$ cat src/rtl/tick_arbiter.sv
`default_nettype none
// ============================================================================
// Module      : tick_arbiter
// Description : Round-robin arbiter for four requesters that share one
//               countdown timer clocked by a prescaled base tick. The winner
//               holds GRANT while its latched delay (in base ticks) counts
//               down, then gets a one-cycle DONE pulse.
//               Optional macro TICK_ARBITER_ABORT_EN adds the ABORT input,
//               which cancels a running countdown without a DONE pulse.
// Revision    : 1.0 - initial release
// ============================================================================
module tick_arbiter #(
    parameter logic [27:0] DIVISOR = 28'd500000,
    parameter int          DELAY_W = 8
) (
    input  logic                   CLK_50,
    input  logic                   RESET_N,
    input  logic [3:0]             REQ,
    input  logic [4*DELAY_W-1:0]   DELAY,
`ifdef TICK_ARBITER_ABORT_EN
    input  logic                   ABORT,
`endif
    output logic [3:0]             GRANT,
    output logic [3:0]             DONE,
    output logic                   BUSY,
    output logic                   TICK
);

    typedef enum logic [1:0] {
        S_IDLE  = 2'd0,
        S_COUNT = 2'd1,
        S_DONE  = 2'd2
    } state_t;

    // Prescaler
    logic [27:0]        r_presc;
    logic [27:0]        w_presc_nxt;
    logic               r_tick;

    // Arbitration / countdown state
    state_t             r_state;
    state_t             w_state_nxt;
    logic [DELAY_W-1:0] r_remaining;
    logic [DELAY_W-1:0] w_remaining_nxt;
    logic [1:0]         r_ptr;
    logic [1:0]         w_ptr_nxt;
    logic [1:0]         r_owner;
    logic [1:0]         w_owner_nxt;
    logic [3:0]         r_grant;
    logic [3:0]         w_grant_nxt;
    logic [3:0]         r_done;
    logic [3:0]         w_done_nxt;
    logic               r_busy;
    logic               w_busy_nxt;

    // Requester selection
    logic [1:0]         w_sel;
    logic               w_sel_valid;
    logic [1:0]         w_scan_idx;
    logic [DELAY_W-1:0] w_delay_arr [4];
    logic               w_abort;

    // Split the packed delay bus into one field per requester
    for (genvar gi = 0; gi < 4; gi++) begin : g_delay
        assign w_delay_arr[gi] = DELAY[gi*DELAY_W +: DELAY_W];
    end

`ifdef TICK_ARBITER_ABORT_EN
    assign w_abort = ABORT;
`else
    assign w_abort = 1'b0;
`endif

    // Free-running prescaler; TICK is registered so it lines up with the
    // cycle in which the counter sits at its terminal value
    assign w_presc_nxt = (r_presc == DIVISOR - 28'd1) ? 28'd0 : r_presc + 28'd1;

    // Prescaler counter and registered tick pulse
    always_ff @(posedge CLK_50) begin
        if (!RESET_N) begin
            r_presc <= 28'd0;
            r_tick  <= 1'b0;
        end else begin
            r_presc <= w_presc_nxt;
            r_tick  <= (w_presc_nxt == DIVISOR - 28'd1);
        end
    end

    // Round-robin scan: walk from farthest to nearest so the first set bit
    // after r_ptr (with wrap) is the one left standing
    always_comb begin
        w_sel       = 2'd0;
        w_sel_valid = 1'b0;
        w_scan_idx  = 2'd0;
        for (int k = 4; k >= 1; k--) begin
            w_scan_idx = r_ptr + 2'(k);
            if (REQ[w_scan_idx]) begin
                w_sel       = w_scan_idx;
                w_sel_valid = 1'b1;
            end
        end
    end

    // Next-state and next-output logic; all outputs come from registers
    always_comb begin
        w_state_nxt     = r_state;
        w_remaining_nxt = r_remaining;
        w_ptr_nxt       = r_ptr;
        w_owner_nxt     = r_owner;
        w_grant_nxt     = r_grant;
        w_done_nxt      = 4'b0000;
        w_busy_nxt      = r_busy;
        case (r_state)
            S_IDLE: begin
                if (w_sel_valid) begin
                    w_state_nxt     = S_COUNT;
                    w_owner_nxt     = w_sel;
                    w_remaining_nxt = w_delay_arr[w_sel];
                    w_grant_nxt     = 4'b0001 << w_sel;
                    w_busy_nxt      = 1'b1;
                end
            end
            S_COUNT: begin
                if (w_abort) begin
                    // Cancelled countdown: release without a DONE pulse
                    w_state_nxt = S_IDLE;
                    w_grant_nxt = 4'b0000;
                    w_busy_nxt  = 1'b0;
                    w_ptr_nxt   = r_owner;
                end else if (r_remaining == '0) begin
                    // Zero delay finishes without waiting for a tick
                    w_state_nxt = S_DONE;
                    w_done_nxt  = r_grant;
                end else if (r_tick) begin
                    w_remaining_nxt = r_remaining - DELAY_W'(1);
                    if (r_remaining == DELAY_W'(1)) begin
                        w_state_nxt = S_DONE;
                        w_done_nxt  = r_grant;
                    end
                end
            end
            S_DONE: begin
                w_state_nxt = S_IDLE;
                w_grant_nxt = 4'b0000;
                w_busy_nxt  = 1'b0;
                w_ptr_nxt   = r_owner;
            end
            default: begin
                w_state_nxt = S_IDLE;
                w_grant_nxt = 4'b0000;
                w_busy_nxt  = 1'b0;
            end
        endcase
    end

    // State and output registers; ptr resets to 3 so requester 0 wins first
    always_ff @(posedge CLK_50) begin
        if (!RESET_N) begin
            r_state     <= S_IDLE;
            r_remaining <= '0;
            r_ptr       <= 2'd3;
            r_owner     <= 2'd0;
            r_grant     <= 4'b0000;
            r_done      <= 4'b0000;
            r_busy      <= 1'b0;
        end else begin
            r_state     <= w_state_nxt;
            r_remaining <= w_remaining_nxt;
            r_ptr       <= w_ptr_nxt;
            r_owner     <= w_owner_nxt;
            r_grant     <= w_grant_nxt;
            r_done      <= w_done_nxt;
            r_busy      <= w_busy_nxt;
        end
    end

    assign GRANT = r_grant;
    assign DONE  = r_done;
    assign BUSY  = r_busy;
    assign TICK  = r_tick;

endmodule
`default_nettype wire

$ cat config.mk
export PLATFORM = sky130hd
export DESIGN_NAME = tick_arbiter
export DESIGN_NICKNAME = d
export VERILOG_FILES = /design/src/rtl/tick_arbiter.sv
export SDC_FILE = /design/constraint.sdc
export NUM_CORES = 1
export LEC_CHECK = 0
export ABC_AREA = 1
export CAP_MARGIN = 20
export CORE_ASPECT_RATIO = 0.6
export CORE_MARGIN = 4
export CORE_UTILIZATION = 32
export CTS_CLUSTER_DIAMETER = 30
export DETAILED_ROUTE_END_ITERATION = 7
export PLACE_DENSITY = 0.53
export SYNTH_ARGS = -nofsm -noshare
export SYNTH_HDL_FRONTEND = slang
export SYNTH_SLANG_ARGS = --single-unit
$ cat constraint.sdc
create_clock -name CLK_50 -period 4.85 [get_ports CLK_50]
set_input_delay 1.2125 -clock CLK_50 [delete_from_list [all_inputs] [get_ports CLK_50]]
set_output_delay 1.2125 -clock CLK_50 [all_outputs]
set_load 0.02 [all_outputs]
; ---- Word-level counts from Yosys, hierarchy flattened
; Index checks and enable logic that the tools add are counted.
[totals]
output_inout_bits = 10
regBits = 52
wordCells = 76
in_bits = 38
[op_classes]
n_shift = 1
magnitude_cmp = 5
n_eq_ne = 10
n_addsub = 5
n_mux = 36
reduce_logical = 8
n_bitwise = 2
[op_table]
columns = op, n
row1 = 28-bit by 19-bit equality test with 1-bit output (second input constant), 2
row2 = 8-bit two-way mux, 5
row3 = 28-bit by 1-bit adder with 28-bit output (second input constant), 1
row4 = 28-bit two-way mux, 1
row5 = 8-bit binary-select mux with 2-bit select, 1
row6 = 2-bit two-way mux, 8
row7 = 4-bit two-way mux, 4
row8 = 8-bit case mux with 2 select lines, 1
row9 = 2-bit by 3-bit less-than comparator with 1-bit output (second input constant), 4
row10 = 1-bit two-way mux, 9
row11 = 1-bit binary-select mux with 2-bit select, 4
row12 = 8-bit by 1-bit equality test with 1-bit output (second input constant), 1
row13 = 8-bit zero test, 1
row14 = 4-bit case mux with 2 select lines, 1
row15 = 8-bit by 1-bit subtractor with 8-bit output (second input constant), 1
row16 = 2-bit != test (second input constant), 3
row17 = 3-bit != test (second input constant), 2
row18 = 2-bit AND reduction, 3
row19 = 2-bit adder (second input constant), 2
row20 = 2-bit case mux with 2 select lines, 1
row21 = 4-bit AND reduction, 1
row22 = 1-bit by 2-bit left shift with 4-bit output (first input constant), 1
row23 = 3-bit greater-or-equal comparator (second input constant), 1
row24 = 2-bit NOT with 3-bit output, 1
row25 = other kinds (8), 8

; ---- Logic depth before layout (Yosys ltp)
[logic_depth]
depth_word = 12
mapped_depth = 16
depth_no_buf = 16

; ---- Worst setup path after synthesis
; Ideal clock, no wire load.
[synth_path]
path_kind = in2reg
startpoint = in REQ[3]
endpoint = reg r_remaining[3]
path_slack_ns = 2.356
n_path_buf = 1
arrival_time_ns = 2.424
required_time_ns = 4.780
cell_stages = 15
setup_ns = 0.070
cell_sequence = inv_1 -> o21ai_0 -> nand2_1 -> nand2_1 -> inv_2 -> nand2_1 -> nand2_1 -> nand2_4 -> buf_6 -> nand2_1 -> nand2_1 -> nand2_1 -> nand3_1 -> nand2_1 -> a21oi_1
[synth_via]
elab_chain_len = 12
[synth_lines]
columns = element, line_no
row1 = "start, declared", 18  ; input logic [3:0] REQ,
row2 = 1-bit binary-select mux with 2-bit select, 97  ; if (REQ[w_scan_idx]) begin
row3 = 1-bit two-way mux (not written as such), 97
row4 = 2-bit two-way mux (4 in series), 97
row5 = 2-bit NOT with 3-bit output (not written as such), 118  ; w_remaining_nxt = w_delay_arr[w_sel];
row6 = 8-bit binary-select mux with 2-bit select, 118
row7 = 8-bit two-way mux (not written as such) (2 in series), 118
row8 = 8-bit two-way mux, 115  ; if (w_sel_valid) begin
row9 = 8-bit case mux with 2 select lines, 113  ; case (r_state)
row10 = "end signal, assigned", 168  ; r_remaining <= w_remaining_nxt;
row11 = "end, declared", 43  ; logic [DELAY_W-1:0] r_remaining;
; Several ways; a longest one is shown, not always the timed one. The select of a mux whose other input is x is not followed.
; A chain may end at the register's enable or synchronous reset.

; ---- Worst setup path after layout
[layout_path]
startpoint = in REQ[3]
endpoint = reg r_remaining[5]
; Same word-level chain as after synthesis.

==> metrics.csv <==
stage,metric,value,unit
hold_path,worst min path class,reg2reg,
placement,Placed Area,0.00385,mm2
synthesis,dominant cell type by area after synthesis,dfxtp_1,
power_and_ir_drop,Total Power,1.58,mW
sta,slew margin rel.,57.0,%
power_and_ir_drop,largest vdd supply drop,0.193,mV
route,DRT antenna net count,0,
cts,clk root buf,clkbuf_16,
power_and_ir_drop,Net Sw Power,665,uW
cts,setup repair bufs after CTS,0,
cts,clock transition at the registers of the reported paths,0.07,ns
route,met2 WL,3440,um
flow_run,Max Cap Viol,0,
power_and_ir_drop,internal power,920,uW
sta,Max Slew Vio Count,0,
cts,"Hold-fix buffers, CTS",0,
sta,Fin. Hold Viols,0,
setup_path,CP cell instances,clkdlybuf4s50_1 -> inv_1 -> o21ai_0 -> nand2_1 -> nand2_1 -> inv_2 -> nand3_1 -> nand2_1 -> nor2_1 -> nand2_1 -> nand2_1 -> o21ai_1 -> a21oi_1,
setup_path,CP most frequent cell,nand2_1,
sta,RSZ-0062 raised after global routing,no,
power_and_ir_drop,combinational fraction of design power,42.8,%
cts,clock latency on the worst-skew pair,0.30,ns
power_and_ir_drop,Sequential Power Share,33.2,%
global_route,antenna violations before repair,0,
synthesis,Mapped Nets,588,
finish,# diodes,0,
route,Metal-1 WL,5520,um
placement,Port Buf Inserts,47,
floorplanning,Core Box Area,0.00991,mm2
setup_path,crit-path max cell delay,0.45,ns
finish,share of cells above drive strength 1,3.72,%
cts,TritonCTS clock tree,yes,
finish,fin area,0.00400,mm2
sta,period utilization,65.4,%
global_route,first-pass GRT wire length,15900,um
setup_path,WP data required,5.08,ns
cts,maximum clock path buffer count,2,
finish,synthesis-to-finish area growth,22.2,%
sta,Setup-failing EPs final,0,
cts,clock sink count,52,
route,drt drc,0,
placement,gpl congestion,0.924,
synthesis,Avg Inst Size Synth,5.98,um2
floorplanning,top-level I/O count,48,
synthesis,"Seq/Total Area, Yosys",31.8,%
synthesis,Post-synth EDFFs,0,
synthesis,Post-synth top cells,"nand2_1 (176), nor2_1 (92), inv_1 (63)",
floorplanning,initial core utilization,33.0,%
synthesis,ys flop type,dfxtp_1,
synthesis,Netlist cell types,32,
setup_path,endpoint class of the critical path,register,
route,final wirelength,9670,um
route,Vias/cell,4.79,
floorplanning,die area,0.0120,mm2
synthesis,Synth top area share,31.8,%
sta,min Tclk post-route,3.17,ns
route,DR WL/cell,13.3,um
route,initial DRC count,328,
placement,Cells after DPL,719,
placement,Final HPWL DP,7830,um
synthesis,Synth area leaders,"dfxtp_1 (32%), nand2_1 (20%), nor2_1 (11%)",
setup_path,worst-path fanout max,16,
route,top layer used by detailed routing,met4,
setup_path,Startpoint Class,input port,
finish,Final Util,40.3,%
sta,fin worst setup slack,1.68,ns
route,via count,3482,
placement,pre-CTS setup slack,1.40,ns
synthesis,Post-synth ARST share,0,%
finish,Post-Layout Cell Count,727,
power_and_ir_drop,Sw Share,42.0,%
power_and_ir_drop,Power Density,396,mW/mm2
synthesis,top-count cell post-synth,nand2_1,
power_and_ir_drop,Leak,1.67,nW
floorplanning,Die X,139,um
global_route,largest net degree at the start of global routing,37,
route,met3 WL,661,um
cts,post_cts resized,0,
setup_path,crit path kind,in2reg,
global_route,number of global-route vias before repair,3091,
sta,fmax,315,MHz
sta,total negative setup slack,0,ns
sta,Hold Slack,0.466,ns
route,DR pass1 iterations,6,
synthesis,Ys Warns,0,
setup_path,Critical Path Slowest Stage Cell,clkdlybuf4s50_1,
synthesis,synthesized cell area,0.00327,mm2
floorplanning,Die Ht,86.3,um
sta,skew final,0.00866,ns
synthesis,cell count after synthesis,547,
finish,net count reported at finish,632,
cts,cts bufs inserted,5,
cts,# H-tree levels,2,
setup_path,worst path arrival time,3.40,ns
power_and_ir_drop,Clock power frac,24.0,%
global_route,Total GRT Usage,16.5,%
synthesis,synthesized flop and latch total,52,
global_route,total global routing overflow,0,
outcome,status,"complete, no violations",
sta,Worst-Margin Slew,0.644,ns
floorplanning,FP Rows,28,
-- layout make-up --
| type | instances | area [um2] |
|---|---|---|
| inverter | 65 | 244 |
| multi-input combinational | 420 | 1920 |
| sequential | 52 | 1040 |
| fill | 1058 | 5910 |
| clock inverter | 3 | 28.8 |
| tap | 135 | 169 |
| clock buffer | 5 | 125 |
| timing repair buffer | 47 | 470 |
-- power groups by stage --
| stage | registers, mW | clock network [mW] | logic [mW] |
|---|---|---|---|
| 3_3_place_gp | 0.536 | 0 | 0.672 |
| 3_5_place_dp | 0.536 | 0 | 0.676 |
| 6_report | 0.526 | 0.380 | 0.679 |
| 5_1_grt | 0.535 | 0.408 | 0.782 |
| 4_1_cts | 0.526 | 0.393 | 0.679 |
| 2_1_floorplan | 0.537 | 0 | 0.518 |
-- kinds of logic (layout without fill, tap and decap cells) --
| group | Yosys count | after routing | share of synthesized area [%] |
|---|---|---|---|
| and+or+nand+nor | 367 | 367 | 47.6 |
| AOI/OAI and AO/OA | 36 | 36 | 6.19 |
| DFF | 52 | 52 | 31.8 |
| buffers and inverters | 75 | 120 | 9.48 |
| adders and majority gates | 3 | 3 | 1.15 |
| xor gates and xnor gates | 14 | 14 | 3.75 |
-- sequential cells by signal, indices dropped and copies added (netlist names) --
signal       count
r_presc         28
r_remaining      8
DONE             4
GRANT            4
r_owner          2
r_ptr            2
r_state          2
BUSY             1
TICK             1
-- routing by layer --
metal  up-vias  GRT usage [%]
li1       1828              -
met1      1549           27.3
met2        98           20.7
met3         7           3.80
met4         0           2.96
met5         -              0
-- path summary, 6_finish.rpt --
check | cells past startpoint | start | to | slack (ns)
max | 13 | REQ[3] | r_remaining[5] | 1.68
min | 2 | GRANT[0] | DONE[0] | 0.47
max reg2reg | 13 | r_presc[0] | TICK | 2.29
min reg2reg | 2 | GRANT[0] | DONE[0] | 0.47
-- worst max-delay path: cells and delay by family --
family                 cells  cell delay (ns)
AOI/OAI and AO/OA          3             0.49
buffers and inverters      3             0.55
and+or+nand+nor            7             1.14
-- layout by cell type, fill, tap and decap left out, drive strengths merged, types with 3 or more instances in the layout --
| cell | Yosys | final |
|---|---|---|
| nor4 | 4 | 4 |
| o21ai | 9 | 9 |
| or2 | 4 | 4 |
| dfxtp | 52 | 52 |
| inv | 65 | 68 |
| nand4 | 16 | 16 |
| xor2 | 11 | 11 |
| nand3 | 49 | 49 |
| clkdlybuf4s50 | 0 | 47 |
| ha | 3 | 3 |
| clkbuf | 4 | 5 |
| nand2 | 181 | 181 |
| nor3 | 18 | 18 |
| xnor2 | 3 | 3 |
| a21oi | 20 | 20 |
| nor2 | 92 | 92 |
No activity file was read; power rests on OpenSTA's default activity.
